==> src/rtl/lsu_align.sv <==
// Load/store alignment unit: byte-addressed requests become one or two word accesses.
// Define MISALIGN_SPLIT_EN to split word-crossing accesses; otherwise misalignment faults.
module lsu_align #(
    parameter int unsigned N = 12
) (
    input  logic         i_clk,
    input  logic         i_rst,
    input  logic         i_valid,
    output logic         o_ready,
    input  logic         i_we,
    input  logic [2:0]   i_funct3,
    input  logic [31:0]  i_addr,
    input  logic [31:0]  i_wdata,
    output logic         o_done,
    output logic [31:0]  o_rdata,
    output logic         o_fault,
    output logic [N-1:0] o_mem_addr,
    output logic         o_mem_we,
    output logic [3:0]   o_mem_be,
    output logic [31:0]  o_mem_wdata,
    input  logic [31:0]  i_mem_rdata
);

    typedef enum logic [1:0] {StIdle, StAcc0, StAcc1, StResp} state_e;

    function automatic logic [3:0] size_mask(input logic [1:0] f);
        case (f)
            2'b00:   size_mask = 4'b0001;
            2'b01:   size_mask = 4'b0011;
            default: size_mask = 4'b1111;
        endcase
    endfunction

    state_e       r_state;
    state_e       w_state_d;
    logic         r_we;
    logic [2:0]   r_funct3;
    logic [1:0]   r_off;
    logic [N-1:0] r_waddr;
    logic [31:0]  r_wdata;
    logic         r_req_fault;
    logic         r_cross;
    logic [31:0]  r_w0;
    logic         r_done;
    logic [31:0]  r_rdata;
    logic         r_resp_fault;

    logic         w_in_illegal;
    logic         w_in_cross;
    logic         w_in_fault;
    logic         w_unused_addr;

    assign w_in_illegal = (i_funct3[1:0] == 2'b11) || (i_funct3[2] && (i_we || i_funct3[1]));

`ifdef MISALIGN_SPLIT_EN
    logic [7:0] w_in_lanes;
    assign w_in_lanes = {4'b0000, size_mask(i_funct3[1:0])} << i_addr[1:0];
    assign w_in_cross = |w_in_lanes[7:4];
    assign w_in_fault = w_in_illegal;
`else
    // Without splitting, any address not a multiple of the access size faults.
    logic w_in_misal;
    assign w_in_misal = |(i_addr[1:0] & {i_funct3[1], i_funct3[1] | i_funct3[0]});
    assign w_in_cross = 1'b0;
    assign w_in_fault = w_in_illegal | w_in_misal;
`endif

    assign w_unused_addr = ^i_addr[31:N+2];

    logic [3:0]  w_size_mask;
    logic [7:0]  w_lanes;
    logic [31:0] w_wmask;
    logic [63:0] w_st;
    logic [63:0] w_ld;
    logic [31:0] w_ld_sh;
    logic [31:0] w_ld_ext;

    assign w_size_mask = size_mask(r_funct3[1:0]);
    assign w_lanes     = {4'b0000, w_size_mask} << r_off;
    assign w_wmask     = {{8{w_size_mask[3]}}, {8{w_size_mask[2]}},
                          {8{w_size_mask[1]}}, {8{w_size_mask[0]}}};
    assign w_st        = {32'h0, r_wdata & w_wmask} << {r_off, 3'b000};
    // In RESP the bus holds the last word read: w1 for a split access, w0 otherwise.
    assign w_ld        = r_cross ? {i_mem_rdata, r_w0} : {32'h0, i_mem_rdata};
    assign w_ld_sh     = w_ld[{r_off, 3'b000} +: 32];

    always_comb begin
        case (r_funct3)
            3'b000:  w_ld_ext = {{24{w_ld_sh[7]}}, w_ld_sh[7:0]};
            3'b001:  w_ld_ext = {{16{w_ld_sh[15]}}, w_ld_sh[15:0]};
            3'b100:  w_ld_ext = {24'h0, w_ld_sh[7:0]};
            3'b101:  w_ld_ext = {16'h0, w_ld_sh[15:0]};
            default: w_ld_ext = w_ld_sh;
        endcase
    end

    always_comb begin
        w_state_d = r_state;
        case (r_state)
            StIdle:  if (i_valid) w_state_d = w_in_fault ? StResp : StAcc0;
            StAcc0:  w_state_d = r_cross ? StAcc1 : StResp;
            StAcc1:  w_state_d = StResp;
            StResp:  w_state_d = StIdle;
            default: w_state_d = StIdle;
        endcase
    end

    always_comb begin
        o_mem_be = 4'b0000;
        case (r_state)
            StAcc0:  o_mem_be = w_lanes[3:0];
            StAcc1:  o_mem_be = w_lanes[7:4];
            default: o_mem_be = 4'b0000;
        endcase
    end

    assign o_ready     = (r_state == StIdle);
    assign o_mem_addr  = (r_state == StAcc1) ? r_waddr + N'(1) : r_waddr;
    assign o_mem_we    = r_we && ((r_state == StAcc0) || (r_state == StAcc1));
    assign o_mem_wdata = (r_state == StAcc1) ? w_st[63:32] : w_st[31:0];
    assign o_done      = r_done;
    assign o_rdata     = r_rdata;
    assign o_fault     = r_resp_fault;

    always_ff @(posedge i_clk) begin
        if (i_rst) begin
            r_state      <= StIdle;
            r_done       <= 1'b0;
            r_rdata      <= 32'h0;
            r_resp_fault <= 1'b0;
        end else begin
            r_state <= w_state_d;
            r_done  <= (r_state == StResp);
            if (r_state == StResp) begin
                r_rdata      <= (r_req_fault || r_we) ? 32'h0 : w_ld_ext;
                r_resp_fault <= r_req_fault;
            end
        end
    end

    // Request fields and first read word are pure datapath and need no reset.
    always_ff @(posedge i_clk) begin
        if ((r_state == StIdle) && i_valid) begin
            r_we        <= i_we;
            r_funct3    <= i_funct3;
            r_off       <= i_addr[1:0];
            r_waddr     <= i_addr[N+1:2];
            r_wdata     <= i_wdata;
            r_req_fault <= w_in_fault;
            r_cross     <= w_in_cross;
        end
        if (r_state == StAcc1) begin
            r_w0 <= i_mem_rdata;
        end
    end

endmodule

==> config.mk <==
export PLATFORM = sky130hd
export DESIGN_NAME = lsu_align
export DESIGN_NICKNAME = d
export VERILOG_FILES = /design/src/rtl/lsu_align.sv
export SDC_FILE = /design/constraint.sdc
export NUM_CORES = 1
export LEC_CHECK = 0
export BUFFER_PORTS_ARGS = -buffer_cell sky130_fd_sc_hd__buf_2
export CAP_MARGIN = 10
export CORE_ASPECT_RATIO = 0.8
export CORE_MARGIN = 1
export CORE_UTILIZATION = 50
export CTS_CLUSTER_DIAMETER = 50
export DETAILED_ROUTE_END_ITERATION = 10
export GPL_ROUTABILITY_DRIVEN = 0
export PLACE_DENSITY_LB_ADDON = 0.2
export SLEW_MARGIN = 20
export SYNTH_ARGS = -nofsm -noshare
export SYNTH_HDL_FRONTEND = slang
export SYNTH_SLANG_ARGS = --single-unit
==> constraint.sdc <==
create_clock -name i_clk -period 2.99 [get_ports i_clk]
set_input_delay 0.4485 -clock i_clk [delete_from_list [all_inputs] [get_ports i_clk]]
set_output_delay 0.4485 -clock i_clk [all_outputs]
set_load 0.005 [all_outputs]
### Word-level counts from Yosys, hierarchy flattened

Index checks and enable logic that the tools add are counted.
Widths: inputs -> output; s select.

* bits in writable memories: 0
* logic and storage cells: 48
* register bits: 87
* memories: 0
* memory bits (read-only): 0
* latch bits: 0
* output and inout port bits: 84

* add/subtract/negate cells: 1
* magnitude comparators: 0
* mux-type cells: 9
* shift-type cells: 3
* reductions and logical operators: 12
* bitwise logic cells: 4
* divide/modulo/power cells: 0
* eq/ne operators: 9
* multipliers: 0

Operator list (count)
* $pmux 32 s4: 1
* $mux 32: 2
* $shiftx 64x6->32: 1
* $shl 32x5->64: 1
* $and 32x32->32: 1
* $pmux 4 s2: 2
* $add 12x1->12 const B: 1
* $mux 12: 1
* $shl 4x2->8: 1
* $eq 2x2->1 const B: 3
* $eq 3x3->1 const B: 2
* $pmux 2 s3: 1
* $eq 2x1->1 const B: 2
* $logic_not 2->1: 2
* $logic_or 1x1->1: 4
* $mux 2: 2
* $reduce_or 2->1: 2
* $eq 3x1->1 const B: 1
* $logic_and 1x1->1: 3
* $logic_not 3->1: 1
* $and 2x2->2: 1
* $ne 2x2->1 const B: 1
* $or 1x1->1: 2

### Logic depth before layout (Yosys ltp)

Gate-level depths: netlist (run 1).

* word-level depth: 7
* gate-level depth with buffers: 8
* depth with buffers taken out: 6

### Worst setup path before layout (run 1)

OpenSTA, ideal clock, no wires.

* path type: reg2reg
* start: register r_state[0]
* end: register r_funct3[0], enable pin
* cell stages (with the launch flop): 4
* path slack: 0.717 ns
* data arrival time: 1.859 ns
* clock period less this slack: 2.273 ns
* setup time: 0.414 ns
* path through: dfxtp_1 > inv_1 > ha_1 > and2_1

* cells in the longest elaborated chain, start to end: 2

Ends and longest elaborated chain
* from (decl): line 34 `state_e r_state;`
* from (signal assigned): line 127 `r_state <= StIdle;`
* from (signal assigned): line 132 `r_state <= w_state_d;`
* $logic_not 2->1
* named net o_ready: line 9 `output logic o_ready,`
* $logic_and 1x1->1: line 143 `if ((r_state == StIdle) && i_valid) begin`
* to (signal assigned): line 145 `r_funct3 <= i_funct3;`
* to (decl): line 37 `logic [2:0] r_funct3;`

The timed path passes the listed nets, and every way through them passes these cells.
A chain may end at the register's enable or synchronous reset.

### Worst setup path after layout (run 1)

* start: register r_state[0]
* end: output port o_mem_wdata[0]

* cells in the longest elaborated chain, start to end: 2

Ends and longest elaborated chain
* $eq 2x2->1: line 120 `assign o_mem_wdata = (r_state == StAcc1) ? w_st[63:32] : w_st[31:0];`
* $mux 32: line 120
* to (decl): line 20 `output logic [31:0] o_mem_wdata,`

Every way passes these cells.

==> impl_metrics.py, run 1 <==
metrics = {
    "status": {
        "status": "completed",
    },
    "setup_path": {
        "crit_slowest_cell": "or2_2",
        "path_cells": "inv_1 -> ha_1 -> or2_2 -> nor2_4 -> a22oi_1 -> o21ai_0 -> buf_2",
        "worst_path_largest_cell_delay_ps": 490,
        "worstPathArrival_ps": 2420,
        "required_ps": 2540,
        "r2r_setup_slack_ps": 840,
        "critical_path_cell_count": 7,
        "critPathLaunchType": "flip-flop",
        "setup.worst_path.end_class": "output pin",
        "cp_num_buf_inv": 2,
        "crit_start": "r_state[0]",
        "r2r_cells": 5,
        "path_max_fanout": 17,
        "worstReg2RegStart": "r_off[1]",
        "crit_path_end": "o_mem_wdata[0]",
        "reg2reg_to": "o_rdata[11]",
        "crit_family": "simple AND/OR/NAND/NOR gates",
        "critPathKind": "flip-flop to output pin",
    },
    "detailed_routing": {
        "firstDrtPassIters": 6,
        "drtIter0Drc": 455,
        "post-route-drc-count": 0,
        "drt-total-wl_um": 13000,
        "wl_per_cell_um": 17.1,
        "antenna_left": 0,
        "num_vias": 4321,
        "routed_via_density": 5.70,
    },
    "cts": {
        "htree_levels": 3,
        "cts_root_buffer": "clkbuf_16",
        "cts_tree": "built",
        "clk_latency_ps": 340,
        "path_clk_slew_ps": 60,
        "cts_inserted_buffers": 9,
        "clockBufferDepth": 2,
        "postCtsHoldBufs": 0,
        "cts.sinks": 87,
    },
    "timing": {
        "maxSlewHeadroom": 0.359,
        "finalCritPeriodShare": 0.960,
        "final-setup-viol-count": 0,
        "finalCriticalPeriod_ps": 2870,
        "worst_pin_slew_ps": 957,
        "timing.fmax_mhz": 349,
        "finalSetupTns_ps": 0,
        "rsz0062_at_grt": "no",
        "clock_skew_ps": 5.34,
        "hold_viol_final": 0,
        "slew_violations": 0,
    },
    "pwr": {
        "worst_ir_drop_vdd_mv": 0.416,
        "power_density_nw_per_um2": 539,
        "p_sw_w": 0.000932,
        "seqPwrFrac": 0.439,
        "clkPwrFrac": 0.338,
        "p_int_w": 0.00233,
        "leakage_nw": 2.58,
        "share_comb_of_total_power": 0.223,
        "swShare": 0.286,
    },
    "yosys": {
        "synthDistinctLibCells": 49,
        "yosysWarnings": 0,
        "async_reset_ff_frac": 0,
        "yosysMostFrequentCell": "o21ai_0",
        "netlist.area_leader.share": 0.314,
        "synth-seq-cells": 87,
        "netlist_area_um2": 4880,
        "synth_ff_type": "edfxtp_1",
        "ys_seq_area_frac": 0.461,
        "yosys-top-cells-area": "edfxtp_1, dfxtp_1, mux2i_1",
        "synth_fp_nets": 592,
        "synth_edf_count": 51,
        "synth_cells": 482,
        "syn_avg_cell_area_um2": 10.1,
        "ys_top_cells_by_count": "o21ai_0, edfxtp_1, a21oi_1",
        "synth_area_leader_cell": "edfxtp_1",
    },
    "global_routing": {
        "grt_pass1_vias": 4118,
        "grt-ovfl-total": 0,
        "grt_use_total": 0.259,
        "grt_pass1_wl_um": 20400,
        "grt_max_degree": 50,
        "antenna_found_initial": 0,
    },
    "floorplan": {
        "num_rows": 31,
        "die_h_um": 90.4,
        "coreArea_um2": 9270,
        "dieArea_um2": 10200,
        "die_w_um": 112,
        "start_util": 0.527,
        "ios": 187,
    },
    "finish": {
        "nNetsFinal": 748,
        "final_core_util": 0.651,
        "area_growth_pct": 23.7,
        "antennaDiodeCount": 0,
        "drive_gt1_frac": 0.350,
    },
    "placed_design": {
        "hpwl_um": 9400,
        "io_buffers": 168,
    },
    "flow_run": {
        "drv_cap": 0,
    },
    "min_path": {
        "holdCritPathClass": "primary input to flip-flop",
    },
}
==> flip-flops by register name, summed over array words and instances, names as in the netlist <==
register,count
r_req_fault,1
r_waddr,12
r_off,2
r_state,2
r_funct3,3
o_rdata,32
r_we,1
o_fault,1
o_done,1
r_wdata,32
==> power groups by stage <==
stage | clock [W] | combinational [W] | sequential (W)
CTS | 0.00113 | 0.000725 | 0.00143
finish | 0.00110 | 0.000727 | 0.00143
detailed placement | 0 | 0.000719 | 0.00145
global route | 0.00117 | 0.000791 | 0.00144
global placement | 0 | 0.000701 | 0.00145
floorplan | 0 | 0.000461 | 0.00144
==> worst min-delay path by stage <==
stage / startpoint / end / slack [ps] / cells after the start
2_1_floorplan: o_rdata[10] / o_rdata[10] / 440 / 2
3_3_place_gp: o_rdata[31] / o_rdata[31] / 430 / 2
3_5_place_dp: o_rdata[29] / o_rdata[29] / 440 / 2
4_1_cts: i_addr[2] / r_waddr[0] / 270 / 1
5_1_grt: i_addr[3] / r_waddr[1] / 270 / 1
6_report: i_addr[2] / r_waddr[0] / 280 / 1
==> area by class of cell <==
class | instances | area, um^2
clock inverter | 5 | 57.6
multi-input combinational | 357 | 2410
fill | 773 | 3230
sequential | 87 | 2250
tap | 115 | 144
timing repair buffer | 180 | 931
clock buffer | 11 | 233
inverter | 3 | 11.3
==> layer usage <==
metal	GRT usage	vias up	wire length, um
met3	0.0752	22	1080
met5	0	-	0
li1	-	2075	-
met1	0.345	2030	5750
met2	0.399	194	5890
met4	0.0978	0	246
==> per-stage QoR <==
step / instance area, um^2 / power [W] / setup WS, ps / hold slack (ps) / cells
floorplan: 4880 / 0.00190 / 717 / 444 / 482
global placement: 5740 / 0.00215 / 466 / 430 / 742
detailed placement: 5740 / 0.00217 / 364 / 443 / 742
CTS: 6040 / 0.00328 / 128 / 269 / 758
global route: 6040 / 0.00340 / 5.38 / 270 / 758
finish: 6040 / 0.00326 / 121 / 281 / 758
==> placed cells by master (no fill, tap or decap), types with 2 or more instances in the layout <==
master      instances
a211oi_1            2
a21oi_1            49
a22oi_1            16
and2_1              5
and3_1              2
and4_1              2
buf_2             168
buf_4              12
clkbuf_1            2
clkbuf_16           9
clkinvlp_4          2
dfxtp_1            36
edfxtp_1           51
ha_1                7
inv_1               2
mux2_2             10
mux2i_1            26
mux4_2              8
nand2_1            32
nand2b_1           11
nand3_1             4
nand3b_1            8
nand4_1             2
nor2_1             43
nor2b_1            22
nor3_1              7
nor3b_2             3
o21ai_0            52
o21ai_1             2
o31ai_1            16
or2_2               2
xnor2_1             7
xor2_1              4
==> what timing repair did <==
item                                    in CTS  in global routing
resized for setup                            1                  0
endpoints found under the setup margin       1                  0
buffers inserted                             0                  0
==> cells by family after synthesis <==
group	synth area share
mux	0.113
simple gates	0.165
xor+xnor	0.0197
fa+ha+maj	0.0179
flops	0.461
compound gates	0.177
buf+inv	0.0461
Note: power is estimated with default switching activity, not from simulation.
==> inputs of run 2 (changes only) <==
--- a/config.mk
+++ b/config.mk
@@ -14,6 +14,7 @@
 export DETAILED_ROUTE_END_ITERATION = 10
 export GPL_ROUTABILITY_DRIVEN = 0
 export PLACE_DENSITY_LB_ADDON = 0.2
+export RECOVER_POWER = 25
 export SLEW_MARGIN = 20
 export SYNTH_ARGS = -nofsm -noshare
 export SYNTH_HDL_FRONTEND = slang
==> run 2 against run 1 <==
  * Worst hold slack about the same
  * Fmax decreased by 0.65%
  * Sequential power about the same
  * Cell count unchanged
  * Register-to-register slack got worse by 30 ps
  * Non-clock buffer count unchanged
  * Power about the same
  * Wire length increased by 0.10%
  * Combinational power about the same
  * Sequential share of layout area increased by 0.070 points
  * Cell area decreased by 0.19%
  * Utilization decreased by 0.12 points
  * Largest cell class unchanged
==> impl_metrics.py, run 2 (same netlist as run 1, synthesis figures left out) <==
metrics = {
    "status": {
        "status": "completed",
    },
    "placed_design": {
        "post_dp_cell_area_um2": 5740,
        "hpwl_um": 9400,
        "dp_slack_ps": 364,
        "dpl.cell_count": 742,
        "io_buffers": 168,
    },
    "setup_path": {
        "critPathLaunchType": "flip-flop",
        "critPathKind": "flip-flop to output pin",
        "path_max_fanout": 17,
        "setup.worst_path.end_class": "output pin",
        "required_ps": 2540,
        "worstPathArrival_ps": 2440,
        "r2r_cells": 5,
    },
    "detailed_routing": {
        "num_vias": 4312,
        "drtIter0Drc": 420,
        "drt-total-wl_um": 13000,
        "post-route-drc-count": 0,
        "routed_via_density": 5.69,
        "firstDrtPassIters": 5,
        "wl_per_cell_um": 17.1,
        "antenna_left": 0,
    },
    "min_path": {
        "whs_path_depth": 1,
        "holdCritPathClass": "primary input to flip-flop",
    },
    "global_routing": {
        "grt_use_met2": 0.399,
        "grt_max_degree": 50,
        "grt_use_met1": 0.345,
        "grt_util_met3": 0.0752,
        "antenna_found_initial": 0,
        "grt_pass1_wl_um": 20400,
        "grt_pass1_vias": 4118,
        "grt-ovfl-total": 0,
        "grt_use_total": 0.259,
        "busiest_layer": "met2",
    },
    "cts": {
        "cts.sinks": 87,
        "clockBufferDepth": 2,
        "htree_levels": 3,
        "cts_inserted_buffers": 9,
        "post_cts_buffers": 0,
        "clk_latency_ps": 340,
        "path_clk_slew_ps": 60,
        "cts_tree": "built",
        "cts_root_buffer": "clkbuf_16",
    },
    "floorplan": {
        "start_util": 0.527,
        "num_rows": 31,
        "coreArea_um2": 9270,
        "ios": 187,
        "die_h_um": 90.4,
        "dieArea_um2": 10200,
        "die_w_um": 112,
    },
    "finish": {
        "drive_gt1_frac": 0.339,
        "stdcell_count": 758,
        "final_common_cell": "buf_2",
        "antennaDiodeCount": 0,
        "nNetsFinal": 748,
        "final_area_um2": 6030,
        "layout_common_cells": "buf_2, o21ai_0, edfxtp_1, a21oi_1, nor2_1",
        "area_growth_pct": 23.5,
    },
    "timing": {
        "maxSlewHeadroom": 0.363,
        "hold_viol_final": 0,
        "finalSetupTns_ps": 0,
        "slew_violations": 0,
        "timing.fmax_mhz": 346,
        "final-setup-viol-count": 0,
        "worst_pin_slew_ps": 952,
        "fin_ws_ps": 102,
        "clock_skew_ps": 5.22,
        "rsz0062_at_grt": "no",
        "finalCritPeriodShare": 0.966,
        "finalCriticalPeriod_ps": 2890,
    },
    "pwr": {
        "power_density_nw_per_um2": 540,
        "worst_ir_drop_vdd_mv": 0.417,
        "leakage_nw": 2.55,
    },
    "flow_run": {
        "drv_cap": 0,
    },
}
run 2: cell types whose count changed in the layout (fill, tap and decap cells not counted), sizes merged:
cell	delta
buf	-7
clkbuf	+7
run 2: through the flow:
step	total power, W	utilization	hold WS (ps)
2_1_floorplan	0.00190	-	444
3_3_place_gp	0.00215	0.620	430
3_5_place_dp	0.00217	0.620	443
4_1_cts	0.00328	0.651	269
5_1_grt	0.00340	0.650	270
6_report	0.00326	0.650	281
run 2: area by class of cell:
class	instances	area, um^2
fillers	775	3240
multi-input cells	357	2410
flip-flops and latches	87	2250
repair buffers	180	920
clock buffers	11	233
well taps	115	144
clock inverters	5	57.6
inverters	3	11.3
run 2: path summary, 6_finish.rpt:
| kind | start | to | slack (ps) |
|---|---|---|---|
| max | r_state[0] | o_mem_wdata[0] | 100 |
| min reg2reg | o_rdata[15] | o_rdata[15] | 460 |
| min | i_addr[2] | r_waddr[0] | 280 |
| max reg2reg | r_state[0] | o_rdata[28] | 810 |
run 2: repair_timing:
action / CTS / global route
endpoints found under the setup margin: 1 / 0
hold buffers: 0 / 0
hold endpoints to repair: 0 / 0
resized for setup: 1 / 0
run 2: critical path, cell delays in order, from the launching register on:
cell and delay [ps]:
dfxtp_1 420, inv_1 110, ha_1 350, or2_2 490, nor2_4 300, a22oi_1 130
o21ai_0 130, buf_2 170
run 2: metal layers:
metal	part of all wire	wire, um
met1	0.44	5700
met2	0.45	5870
met3	0.089	1160
met4	0.020	255
met5	0	0
run 2: power breakdown:
| part | internal, W | total, W | switching [W] | leakage [nW] |
|---|---|---|---|---|
| Sequential | 0.00137 | 0.00143 | 0.0000632 | 0.767 |
| Clock | 0.000648 | 0.00110 | 0.000454 | 0.134 |
| Combinational | 0.000308 | 0.000724 | 0.000415 | 1.65 |
==> inputs of run 3 (changes only) <==
==> constraint.sdc (replaced) <==
create_clock -name i_clk -period 3.1 [get_ports i_clk]
set_input_delay 0.465 -clock i_clk [delete_from_list [all_inputs] [get_ports i_clk]]
set_output_delay 0.465 -clock i_clk [all_outputs]
set_load 0.005 [all_outputs]
==> run 3 against run 2 <==
  * Cell count increased by 0.13%
  * Critical path depth unchanged
  * Global-route usage increased by 0.22 points
  * Critical endpoint unchanged
  * Largest power group unchanged
==> impl_metrics.py, run 3 (same netlist as run 1, synthesis figures left out) <==
metrics = {
    "setup_path": {
        "worst_path_largest_cell_delay_ps": 490,
        "setup.worst_path.end_class": "output pin",
        "worstReg2RegStart": "r_off[0]",
        "reg2reg_to": "o_rdata[4]",
        "critPathLaunchType": "flip-flop",
        "path_cells": "inv_1 -> ha_1 -> or2_2 -> nor2_4 -> a22oi_1 -> o21ai_0 -> buf_2",
        "r2r_cells": 5,
        "worstPathArrival_ps": 2430,
        "critPathKind": "flip-flop to output pin",
        "crit_slowest_cell": "or2_2",
        "path_max_fanout": 17,
        "r2r_setup_slack_ps": 870,
        "required_ps": 2630,
    },
    "min_path": {
        "whs_path_depth": 1,
        "hold_end": "r_waddr[0]",
        "min-delay-start": "i_addr[2]",
        "holdCritPathClass": "primary input to flip-flop",
    },
    "pwr": {
        "clkPwrFrac": 0.324,
        "p_sw_w": 0.000922,
        "leakage_nw": 2.56,
        "swShare": 0.299,
        "worst_ir_drop_vdd_mv": 0.354,
        "seqPwrFrac": 0.447,
        "power_w": 0.00308,
        "p_int_w": 0.00216,
        "share_comb_of_total_power": 0.230,
        "power_density_nw_per_um2": 512,
    },
    "timing": {
        "holdWs_ps": 296,
        "hold_viol_final": 0,
        "finalCritPeriodShare": 0.934,
        "final-setup-viol-count": 0,
        "worst_pin_slew_ps": 983,
        "timing.fmax_mhz": 346,
        "clock_skew_ps": 6.84,
        "slew_violations": 0,
        "finalSetupTns_ps": 0,
        "finalCriticalPeriod_ps": 2890,
        "rsz0062_at_grt": "no",
        "maxSlewHeadroom": 0.342,
    },
    "placed_design": {
        "dpl.cell_count": 743,
        "hpwl_um": 9490,
        "post_dp_cell_area_um2": 5750,
        "io_buffers": 168,
    },
    "detailed_routing": {
        "num_vias": 4336,
        "antenna_left": 0,
        "routed_via_density": 5.71,
        "firstDrtPassIters": 5,
        "drt-total-wl_um": 13200,
        "drtIter0Drc": 450,
        "wl_per_cell_um": 17.3,
        "post-route-drc-count": 0,
    },
    "global_routing": {
        "grt_max_degree": 53,
        "antenna_found_initial": 0,
        "grt_pass1_vias": 4162,
        "grt_use_total": 0.261,
        "grt_pass1_wl_um": 20500,
        "grt-ovfl-total": 0,
    },
    "floorplan": {
        "coreArea_um2": 9270,
        "dieArea_um2": 10200,
        "num_rows": 31,
        "ios": 187,
        "die_w_um": 112,
        "start_util": 0.527,
        "die_h_um": 90.4,
    },
    "cts": {
        "cts.sinks": 87,
        "cts_root_buffer": "clkbuf_16",
        "clk_latency_ps": 340,
        "clockBufferDepth": 2,
        "cts_tree": "built",
        "cts_inserted_buffers": 9,
        "post_cts_buffers": 0,
        "htree_levels": 3,
        "path_clk_slew_ps": 70,
    },
    "finish": {
        "layout_common_cells": "buf_2, o21ai_0, edfxtp_1, a21oi_1, nor2_1",
        "stdcell_count": 759,
        "area_growth_pct": 23.5,
        "drive_gt1_frac": 0.342,
        "fillCellCount": 789,
        "final_area_um2": 6030,
        "antennaDiodeCount": 0,
        "nNetsFinal": 749,
        "final_common_cell": "buf_2",
    },
    "flow_run": {
        "drv_cap": 0,
    },
    "status": {
        "status": "completed",
    },
}
-- run 3: cell count changes in the layout (fill, tap and decap cells not counted), sizes merged --
cell      change
bufinv        -1
buf           +1
clkinv        +4
clkbuf        -2
clkinvlp      -1
-- run 3: repair_timing --
action	CTS	global route
hold buffers	0	0
gates resized for setup	0	3
endpoints found under the setup margin	0	14
-- run 3: cell type report --
type	instances	area (um^2)	share of cell area
well taps	115	144	0.0239
clock inverters	7	48.8	0.00810
flip-flops and latches	87	2250	0.374
clock buffers	9	225	0.0374
repair buffers	181	926	0.154
multi-input cells	357	2420	0.401
inverters	3	11.3	0.00187
-- run 3: worst max-delay path by stage --
stage | startpoint | endpoint | slack, ps | cells after the start
2_1_floorplan | r_state[0] | r_funct3[0] | 830 | 3
3_3_place_gp | r_state[0] | o_mem_wdata[0] | 510 | 7
3_5_place_dp | r_state[0] | o_mem_wdata[0] | 440 | 7
4_1_cts | r_state[0] | o_mem_wdata[0] | 60 | 7
5_1_grt | r_state[0] | o_mem_wdata[0] | 60 | 7
6_report | r_state[0] | o_mem_wdata[0] | 210 | 7
-- run 3: power by group through the flow --
stage | Clock (W) | Combinational [W] | Sequential, W
after CTS | 0.00102 | 0.000703 | 0.00137
after global placement | 0 | 0.000680 | 0.00139
after global routing | 0.00105 | 0.000777 | 0.00138
after detailed placement | 0 | 0.000699 | 0.00140
after floorplan | 0 | 0.000445 | 0.00138
final | 0.000998 | 0.000709 | 0.00138
-- run 3: per-stage QoR --
step	utilization	worst slack [ps]
finish	0.650	206
CTS	0.650	60.0
global route	0.650	62.9
floorplan	-	827
global placement	0.620	505
detailed placement	0.620	435
-- run 3: metal layers --
metal	global-route usage	vias to the layer above	share of wire
met5	0	-	0
met4	0.108	0	0.014
met3	0.0591	19	0.079
met2	0.393	199	0.45
met1	0.363	2038	0.46
li1	-	2080	-
-- run 3: critical path, delay by kind of cell (launching register included) --
family,cells,cell delay [ps]
flops,1,410
compound gates,2,280
buf+inv,2,270
fa+ha+maj,1,340
simple gates,2,790
